**src/rtl/ac_motor_pwm_monitor.sv**
```systemverilog
// ac_motor_pwm_monitor: per-carrier-period leg on-time, dead time and signed duty of an H-bridge drive.
// Dead-time violation tracking is built only when AC_MOTOR_MONITOR_DEADTIME_CHECK_EN is defined.
module ac_motor_pwm_monitor #(
    parameter int CNT_BITS = 16,
    parameter int MIN_DEAD = 2
) (
    input  logic                       CLK,
    input  logic                       RESET_N,
    input  logic                       ENABLE,
    input  logic                       SYNC,
    input  logic                       IN1,
    input  logic                       IN2,
    input  logic                       CLEAR,
    output logic signed [CNT_BITS:0]   DUTY,
    output logic [CNT_BITS-1:0]        PERIOD,
    output logic [CNT_BITS-1:0]        DEAD,
    output logic                       VALID,
    output logic                       SHOOT_FAULT,
    output logic                       DEAD_FAULT,
    output logic                       OVERFLOW
);

    typedef enum logic [1:0] {IDLE, ARMED, MEASURE} state_e;

    localparam logic [CNT_BITS-1:0] CNT_MAX = '1;
    localparam logic [CNT_BITS-1:0] CNT_ONE = CNT_BITS'(1);

    function automatic logic [CNT_BITS-1:0] sat_inc(input logic [CNT_BITS-1:0] v, input logic en);
        return (en && (v != CNT_MAX)) ? v + CNT_ONE : v;
    endfunction

    // [0],[1] form the synchroniser; [2] is the sample stage all measurement logic reads
    logic [2:0] sync_sh_q, in1_sh_q, in2_sh_q;
    logic       sync_prev_q;

    state_e              state_q, state_d;
    logic [CNT_BITS-1:0] period_acc_q, period_acc_d;
    logic [CNT_BITS-1:0] on1_acc_q, on1_acc_d;
    logic [CNT_BITS-1:0] on2_acc_q, on2_acc_d;
    logic [CNT_BITS-1:0] dead_acc_q, dead_acc_d;
    logic [CNT_BITS:0]   duty_q, duty_d;
    logic [CNT_BITS-1:0] period_q, period_d;
    logic [CNT_BITS-1:0] dead_q, dead_d;
    logic                valid_q, valid_d;
    logic                shoot_q, shoot_d;
    logic                ovf_q, ovf_d;

    logic in1_s, in2_s, sync_edge, leg1, leg2, both_off, both_on;

    assign in1_s     = in1_sh_q[2];
    assign in2_s     = in2_sh_q[2];
    assign sync_edge = sync_sh_q[2] & ~sync_prev_q;
    assign leg1      = in1_s & ~in2_s;
    assign leg2      = in2_s & ~in1_s;
    assign both_off  = ~in1_s & ~in2_s;
    assign both_on   = in1_s & in2_s;

    always_comb begin
        state_d      = state_q;
        period_acc_d = period_acc_q;
        on1_acc_d    = on1_acc_q;
        on2_acc_d    = on2_acc_q;
        dead_acc_d   = dead_acc_q;
        duty_d       = duty_q;
        period_d     = period_q;
        dead_d       = dead_q;
        valid_d      = 1'b0;
        shoot_d      = CLEAR ? 1'b0 : shoot_q;
        ovf_d        = CLEAR ? 1'b0 : ovf_q;

        case (state_q)
            IDLE: begin
                period_acc_d = '0;
                on1_acc_d    = '0;
                on2_acc_d    = '0;
                dead_acc_d   = '0;
                if (ENABLE) state_d = ARMED;
            end
            ARMED, MEASURE: begin
                if (!ENABLE) begin
                    state_d      = IDLE;
                    period_acc_d = '0;
                    on1_acc_d    = '0;
                    on2_acc_d    = '0;
                    dead_acc_d   = '0;
                end else begin
                    if (both_on) shoot_d = 1'b1;
                    if (sync_edge) begin
                        if (state_q == MEASURE) begin
                            duty_d   = {1'b0, on1_acc_q} - {1'b0, on2_acc_q};
                            period_d = period_acc_q;
                            dead_d   = dead_acc_q;
                            valid_d  = 1'b1;
                        end
                        // the edge cycle is the first sample of the new period
                        state_d      = MEASURE;
                        period_acc_d = CNT_ONE;
                        on1_acc_d    = CNT_BITS'(leg1);
                        on2_acc_d    = CNT_BITS'(leg2);
                        dead_acc_d   = CNT_BITS'(both_off);
                    end else if (state_q == MEASURE) begin
                        if (period_acc_q == CNT_MAX) ovf_d = 1'b1;
                        period_acc_d = sat_inc(period_acc_q, 1'b1);
                        on1_acc_d    = sat_inc(on1_acc_q, leg1);
                        on2_acc_d    = sat_inc(on2_acc_q, leg2);
                        dead_acc_d   = sat_inc(dead_acc_q, both_off);
                    end
                end
            end
            default: state_d = IDLE;
        endcase
    end

    always_ff @(posedge CLK or negedge RESET_N) begin
        if (!RESET_N) begin
            sync_sh_q    <= '0;
            in1_sh_q     <= '0;
            in2_sh_q     <= '0;
            sync_prev_q  <= 1'b0;
            state_q      <= IDLE;
            period_acc_q <= '0;
            on1_acc_q    <= '0;
            on2_acc_q    <= '0;
            dead_acc_q   <= '0;
            duty_q       <= '0;
            period_q     <= '0;
            dead_q       <= '0;
            valid_q      <= 1'b0;
            shoot_q      <= 1'b0;
            ovf_q        <= 1'b0;
        end else begin
            sync_sh_q    <= {sync_sh_q[1:0], SYNC};
            in1_sh_q     <= {in1_sh_q[1:0], IN1};
            in2_sh_q     <= {in2_sh_q[1:0], IN2};
            sync_prev_q  <= sync_sh_q[2];
            state_q      <= state_d;
            period_acc_q <= period_acc_d;
            on1_acc_q    <= on1_acc_d;
            on2_acc_q    <= on2_acc_d;
            dead_acc_q   <= dead_acc_d;
            duty_q       <= duty_d;
            period_q     <= period_d;
            dead_q       <= dead_d;
            valid_q      <= valid_d;
            shoot_q      <= shoot_d;
            ovf_q        <= ovf_d;
        end
    end

`ifdef AC_MOTOR_MONITOR_DEADTIME_CHECK_EN
    localparam logic [1:0] LEG_NONE = 2'd0;
    localparam logic [1:0] LEG_ONE  = 2'd1;
    localparam logic [1:0] LEG_TWO  = 2'd2;

    logic [1:0]          last_leg_q, last_leg_d;
    logic [CNT_BITS-1:0] run_q, run_d;
    logic                dead_fault_q, dead_fault_d;
    logic                run_short;

    assign run_short = (run_q < CNT_BITS'(MIN_DEAD));

    always_comb begin
        last_leg_d   = last_leg_q;
        run_d        = run_q;
        dead_fault_d = CLEAR ? 1'b0 : dead_fault_q;
        if (state_q == IDLE) begin
            last_leg_d = LEG_NONE;
            run_d      = '0;
        end else if (both_off) begin
            run_d = sat_inc(run_q, 1'b1);
        end else if (leg1) begin
            if ((last_leg_q == LEG_TWO) && run_short) dead_fault_d = 1'b1;
            last_leg_d = LEG_ONE;
            run_d      = '0;
        end else if (leg2) begin
            if ((last_leg_q == LEG_ONE) && run_short) dead_fault_d = 1'b1;
            last_leg_d = LEG_TWO;
            run_d      = '0;
        end else begin
            // shoot-through breaks the off-run without naming a new active leg
            run_d = '0;
        end
    end

    always_ff @(posedge CLK or negedge RESET_N) begin
        if (!RESET_N) begin
            last_leg_q   <= LEG_NONE;
            run_q        <= '0;
            dead_fault_q <= 1'b0;
        end else begin
            last_leg_q   <= last_leg_d;
            run_q        <= run_d;
            dead_fault_q <= dead_fault_d;
        end
    end

    assign DEAD_FAULT = dead_fault_q;
`else
    assign DEAD_FAULT = 1'b0;
`endif

    assign DUTY        = $signed(duty_q);
    assign PERIOD      = period_q;
    assign DEAD        = dead_q;
    assign VALID       = valid_q;
    assign SHOOT_FAULT = shoot_q;
    assign OVERFLOW    = ovf_q;

endmodule

```
**config.mk**
```make
export PLATFORM = sky130hd
export DESIGN_NAME = ac_motor_pwm_monitor
export DESIGN_NICKNAME = d
export VERILOG_FILES = /design/src/rtl/ac_motor_pwm_monitor.sv
export SDC_FILE = /design/constraint.sdc
export NUM_CORES = 1
export LEC_CHECK = 0
export BUFFER_PORTS_ARGS = -buffer_cell sky130_fd_sc_hd__buf_2
export CAP_MARGIN = 20
export CORE_ASPECT_RATIO = 1.75
export CORE_MARGIN = 3
export CORE_UTILIZATION = 38
export CTS_CLUSTER_DIAMETER = 80
export CTS_CLUSTER_SIZE = 16
export DETAILED_ROUTE_END_ITERATION = 16
export GPL_ROUTABILITY_DRIVEN = 0
export SLEW_MARGIN = 20
export SYNTH_ARGS = -nofsm -noshare
export SYNTH_HDL_FRONTEND = slang
export SYNTH_SLANG_ARGS = --single-unit
```
**constraint.sdc**
```tcl
create_clock -name CLK -period 5.1 [get_ports CLK]
set_input_delay 0.51 -clock CLK [delete_from_list [all_inputs] [get_ports CLK]]
set_output_delay 0.51 -clock CLK [all_outputs]
set_load 0.1 [all_outputs]
```
==> flow_results.xml <==
<?xml version="1.0" encoding="UTF-8"?>
<metrics>
  <group name="yosys">
    <metric name="nets_in_the_synthesized_netlist" unit="">677</metric>
    <metric name="netlist_area" unit="µm²">6500</metric>
    <metric name="synth.yosys.warnings" unit="">0</metric>
    <metric name="post_synth_num_cell_types" unit="">54</metric>
    <metric name="synth.top_cells.by_area" unit="">dfrtp_1 49%, mux2_2 5.5%, ha_1 4.8%</metric>
    <metric name="postSynthRegisterBits" unit="">128</metric>
    <metric name="ys.flop_type" unit="">dfrtp_1</metric>
    <metric name="synth_sequential_area_ratio" unit="%">49.3</metric>
    <metric name="synth_edf_count" unit="">0</metric>
    <metric name="post_synth_inst_count" unit="">644</metric>
    <metric name="synth.avg_cell_area" unit="µm²">10.1</metric>
    <metric name="async_reset_ff_share" unit="%">100</metric>
    <metric name="synth_top_cell_by_area" unit="">dfrtp_1</metric>
    <metric name="synthDominantCellAreaShare" unit="%">49.3</metric>
  </group>
  <group name="cts">
    <metric name="htree_num_levels" unit="">4</metric>
    <metric name="clkLatencyLatePin" unit="ns">0.41</metric>
    <metric name="max_clock_buf_depth" unit="">2</metric>
    <metric name="postCtsResizedCells" unit="">0</metric>
    <metric name="clk_pin_slew_worst_paths" unit="ns">0.06</metric>
    <metric name="number_of_hold_repair_buffers_added_at_the_cts_stage" unit="">0</metric>
    <metric name="cts_setup_buffers" unit="">0</metric>
    <metric name="clock_tree_from_tritoncts" unit="">yes</metric>
    <metric name="clock_sink_count" unit="">128</metric>
    <metric name="tritoncts.num_buffers" unit="">17</metric>
    <metric name="clk_root_buffer_cell" unit="">clkbuf_16</metric>
  </group>
  <group name="sta">
    <metric name="maxSlewHeadroom" unit="%">37.1</metric>
    <metric name="finalSetupViolations" unit="">0</metric>
    <metric name="max_slew.worst_pin.slew" unit="ns">0.944</metric>
    <metric name="grt_setup_unrepaired" unit="">no</metric>
    <metric name="final_critical_path_setup_slack" unit="ns">2.11</metric>
    <metric name="fmax" unit="MHz">335</metric>
    <metric name="fin_skew" unit="ns">0.00673</metric>
    <metric name="timing_hold_violations_final" unit="">0</metric>
    <metric name="min_period_over_period" unit="%">58.6</metric>
    <metric name="timing.final.crit_period" unit="ns">2.99</metric>
    <metric name="slew_viol_final" unit="">0</metric>
    <metric name="fin_setup_tns" unit="ns">0</metric>
  </group>
  <group name="place">
    <metric name="io_buffers" unit="">58</metric>
    <metric name="pre_cts_ws" unit="ns">2.11</metric>
    <metric name="place_hpwl" unit="µm">10600</metric>
  </group>
  <group name="run">
    <metric name="timing.max_cap.violations" unit="">0</metric>
  </group>
  <group name="global_routing">
    <metric name="number_of_global_route_vias_before_repair" unit="">5234</metric>
    <metric name="grt_pass1_wl" unit="µm">25500</metric>
    <metric name="grt-ovfl-total" unit="">0</metric>
    <metric name="pin_count_of_the_biggest_net_entering_global_routing" unit="">77</metric>
    <metric name="initial_antenna_violation_count" unit="">0</metric>
    <metric name="grtUsageTotal" unit="%">16.7</metric>
  </group>
  <group name="detailed_routing">
    <metric name="routed_wire_length_per_instance" unit="µm">15.8</metric>
    <metric name="drtIter0Drc" unit="">284</metric>
    <metric name="route.detailed.drc" unit="">0</metric>
    <metric name="firstDrtPassIters" unit="">4</metric>
    <metric name="via_density" unit="">5.21</metric>
    <metric name="route.final.wire_length" unit="µm">14900</metric>
    <metric name="vias" unit="">4917</metric>
    <metric name="drtAntennaViolNets" unit="">0</metric>
  </group>
  <group name="worst_setup_path">
    <metric name="cpMostUsedCell" unit="">nor2_1</metric>
    <metric name="criticalPathCategory" unit="">reg -&gt; reg</metric>
    <metric name="critPathRequiredTime" unit="ns">5.38</metric>
    <metric name="worst-path-buf-inv" unit="">1</metric>
    <metric name="crit_chain" unit="">nor2b_1, nor2_1, nor2_4, buf_4, nor2_1, o21ai_0, o41ai_1</metric>
    <metric name="cpLargestDelayFamily" unit="">simple AND/OR/NAND/NOR gates</metric>
    <metric name="critical-path-max-stage-delay" unit="ns">0.65</metric>
    <metric name="data_arrival_time_at_the_worst_slack_endpoint" unit="ns">3.27</metric>
    <metric name="critPathCaptureType" unit="">register</metric>
    <metric name="timing.critical_path.from_type" unit="">register</metric>
    <metric name="critical_path_peak_fanout" unit="">41</metric>
    <metric name="critical_path.slowest_cell" unit="">nor2b_1</metric>
  </group>
  <group name="die">
    <metric name="start_util" unit="%">39.1</metric>
    <metric name="floorplan.die_area" unit="µm²">18800</metric>
    <metric name="placeableCoreArea" unit="µm²">16600</metric>
    <metric name="boundaryPins" unit="">60</metric>
    <metric name="dieHeight" unit="µm">179</metric>
    <metric name="dieWidth" unit="µm">105</metric>
    <metric name="placement_rows" unit="">62</metric>
  </group>
  <group name="status">
    <metric name="status" unit="">completed</metric>
  </group>
  <group name="power">
    <metric name="fraction_of_power_spent_switching_nets" unit="%">35.0</metric>
    <metric name="p_seq_share" unit="%">34.7</metric>
    <metric name="pwr_cell_area" unit="nW/µm²">427</metric>
    <metric name="power" unit="mW">3.27</metric>
    <metric name="power.share.combinational" unit="%">25.6</metric>
    <metric name="vdd.ir_drop.worst" unit="mV">0.222</metric>
    <metric name="total_switching_power" unit="mW">1.15</metric>
    <metric name="leakagePower" unit="nW">3.59</metric>
    <metric name="power.internal" unit="mW">2.13</metric>
    <metric name="clock_group_share_of_total_power" unit="%">39.7</metric>
  </group>
  <group name="cells_and_area">
    <metric name="area.growth.synth_to_final" unit="%">17.9</metric>
    <metric name="layout-drive-gt1-share" unit="%">18.2</metric>
    <metric name="multiInputGateArea" unit="µm²">3120</metric>
    <metric name="nFillCells" unit="">1637</metric>
    <metric name="leading_cell_type_in_the_layout_fill_and_taps_excluded" unit="">dfrtp_1</metric>
    <metric name="diodes" unit="">0</metric>
    <metric name="final_net_count" unit="">740</metric>
    <metric name="layout.cells.most_common_list" unit="">128 x dfrtp_1, 76 x nor2_1, 57 x nand2_1, 57 x buf_2, 43 x o21ai_0</metric>
    <metric name="seq_area" unit="µm²">3200</metric>
  </group>
  <group name="hold_path">
    <metric name="min-delay-path-class" unit="">in -&gt; reg</metric>
  </group>
</metrics>
[sequential cells by signal, indices dropped and copies added (netlist names)]
name	flops
period_acc_q	16
on2_acc_q	16
on1_acc_q	16
sync_sh_q	3
OVERFLOW	1
VALID	1
SHOOT_FAULT	1
in2_sh_q	3
dead_acc_q	16
PERIOD	16
DEAD	16
DUTY	17
sync_prev_q	1
in1_sh_q	3
state_q	2
[power groups by stage]
| stage | logic (mW) | registers, mW | clock network, mW |
|---|---|---|---|
| floorplan | 0.353 | 1.44 | 0 |
| global placement | 0.823 | 1.15 | 0 |
| detailed placement | 0.842 | 1.16 | 0 |
| CTS | 0.843 | 1.14 | 1.33 |
| global route | 0.897 | 1.15 | 1.37 |
| finish | 0.837 | 1.14 | 1.30 |
[Yosys cell counts, drive strengths merged, types with 18 or more instances]
cell type  instances
dfrtp            128
nor2              77
nand2             57
o21ai             44
mux2              32
xor2              31
inv               29
nand3             28
xnor2             26
ha                25
nand4             18
[kinds of logic (layout without fill, tap and decap cells)]
| logic type | after synthesis | after routing | share of synthesized area, % |
|---|---|---|---|
| simple gates | 245 | 245 | 18.1 |
| flops | 128 | 128 | 49.3 |
| compound gates | 109 | 109 | 11.3 |
| xor+xnor | 57 | 57 | 7.68 |
| buf+inv | 46 | 122 | 2.89 |
| mux | 32 | 32 | 5.55 |
| fa+ha+maj | 26 | 26 | 5.12 |
| other cells | 1 | 1 | 0.0577 |
[through the flow]
stage	util, %	hold slack (ns)	cells	cell area [µm²]
after floorplan	-	0.214	644	6500
after global placement	42.3	0.333	912	7030
after detailed placement	42.3	0.337	912	7030
after CTS	46.1	0.192	944	7660
after global routing	46.1	0.188	944	7660
final	46.1	0.207	944	7660
[worst register-to-register path: stages, from the launching register on]
cell and delay [ns]:
dfrtp_1 0.36, nor2b_1 0.65, nor2_1 0.40, nor2_4 0.49
buf_4 0.49, nor2_1 0.18, o21ai_0 0.20, o41ai_1 0.09
[layout make-up]
type                       count  share of cell area [%]
sequential                   128                    41.8
multi-input combinational    470                    40.7
clock buffer                  23                    6.24
timing repair buffer          61                    4.12
tap                          224                    3.66
clock inverter                 9                    2.03
inverter                      29                    1.42
[layer usage]
metal	vias up	global-route usage [%]	wire, µm	part of all wire, %
met5	-	0	0	0
met4	0	8.10	481	3.2
met3	31	2.45	352	2.4
met2	89	30.8	8140	55
met1	2408	18.7	5940	40
li1	2389	-	-	-
[path summary, 6_finish.rpt]
path                         startpoint       endpoint  slack, ns  cells after the start
min in group asynchronous       RESET_N        DEAD[7]       0.24                      1
setup reg to reg           sync_sh_q[2]   on1_acc_q[6]       2.11                      7
hold / removal                      IN2    in2_sh_q[0]       0.21                      1
hold reg to reg             in1_sh_q[1]    in1_sh_q[2]       0.34                      0
setup / recovery           sync_sh_q[2]   on1_acc_q[6]       2.11                      7
max in group asynchronous       RESET_N  on1_acc_q[14]       3.62                      2
(Power assumes the default switching activity.)
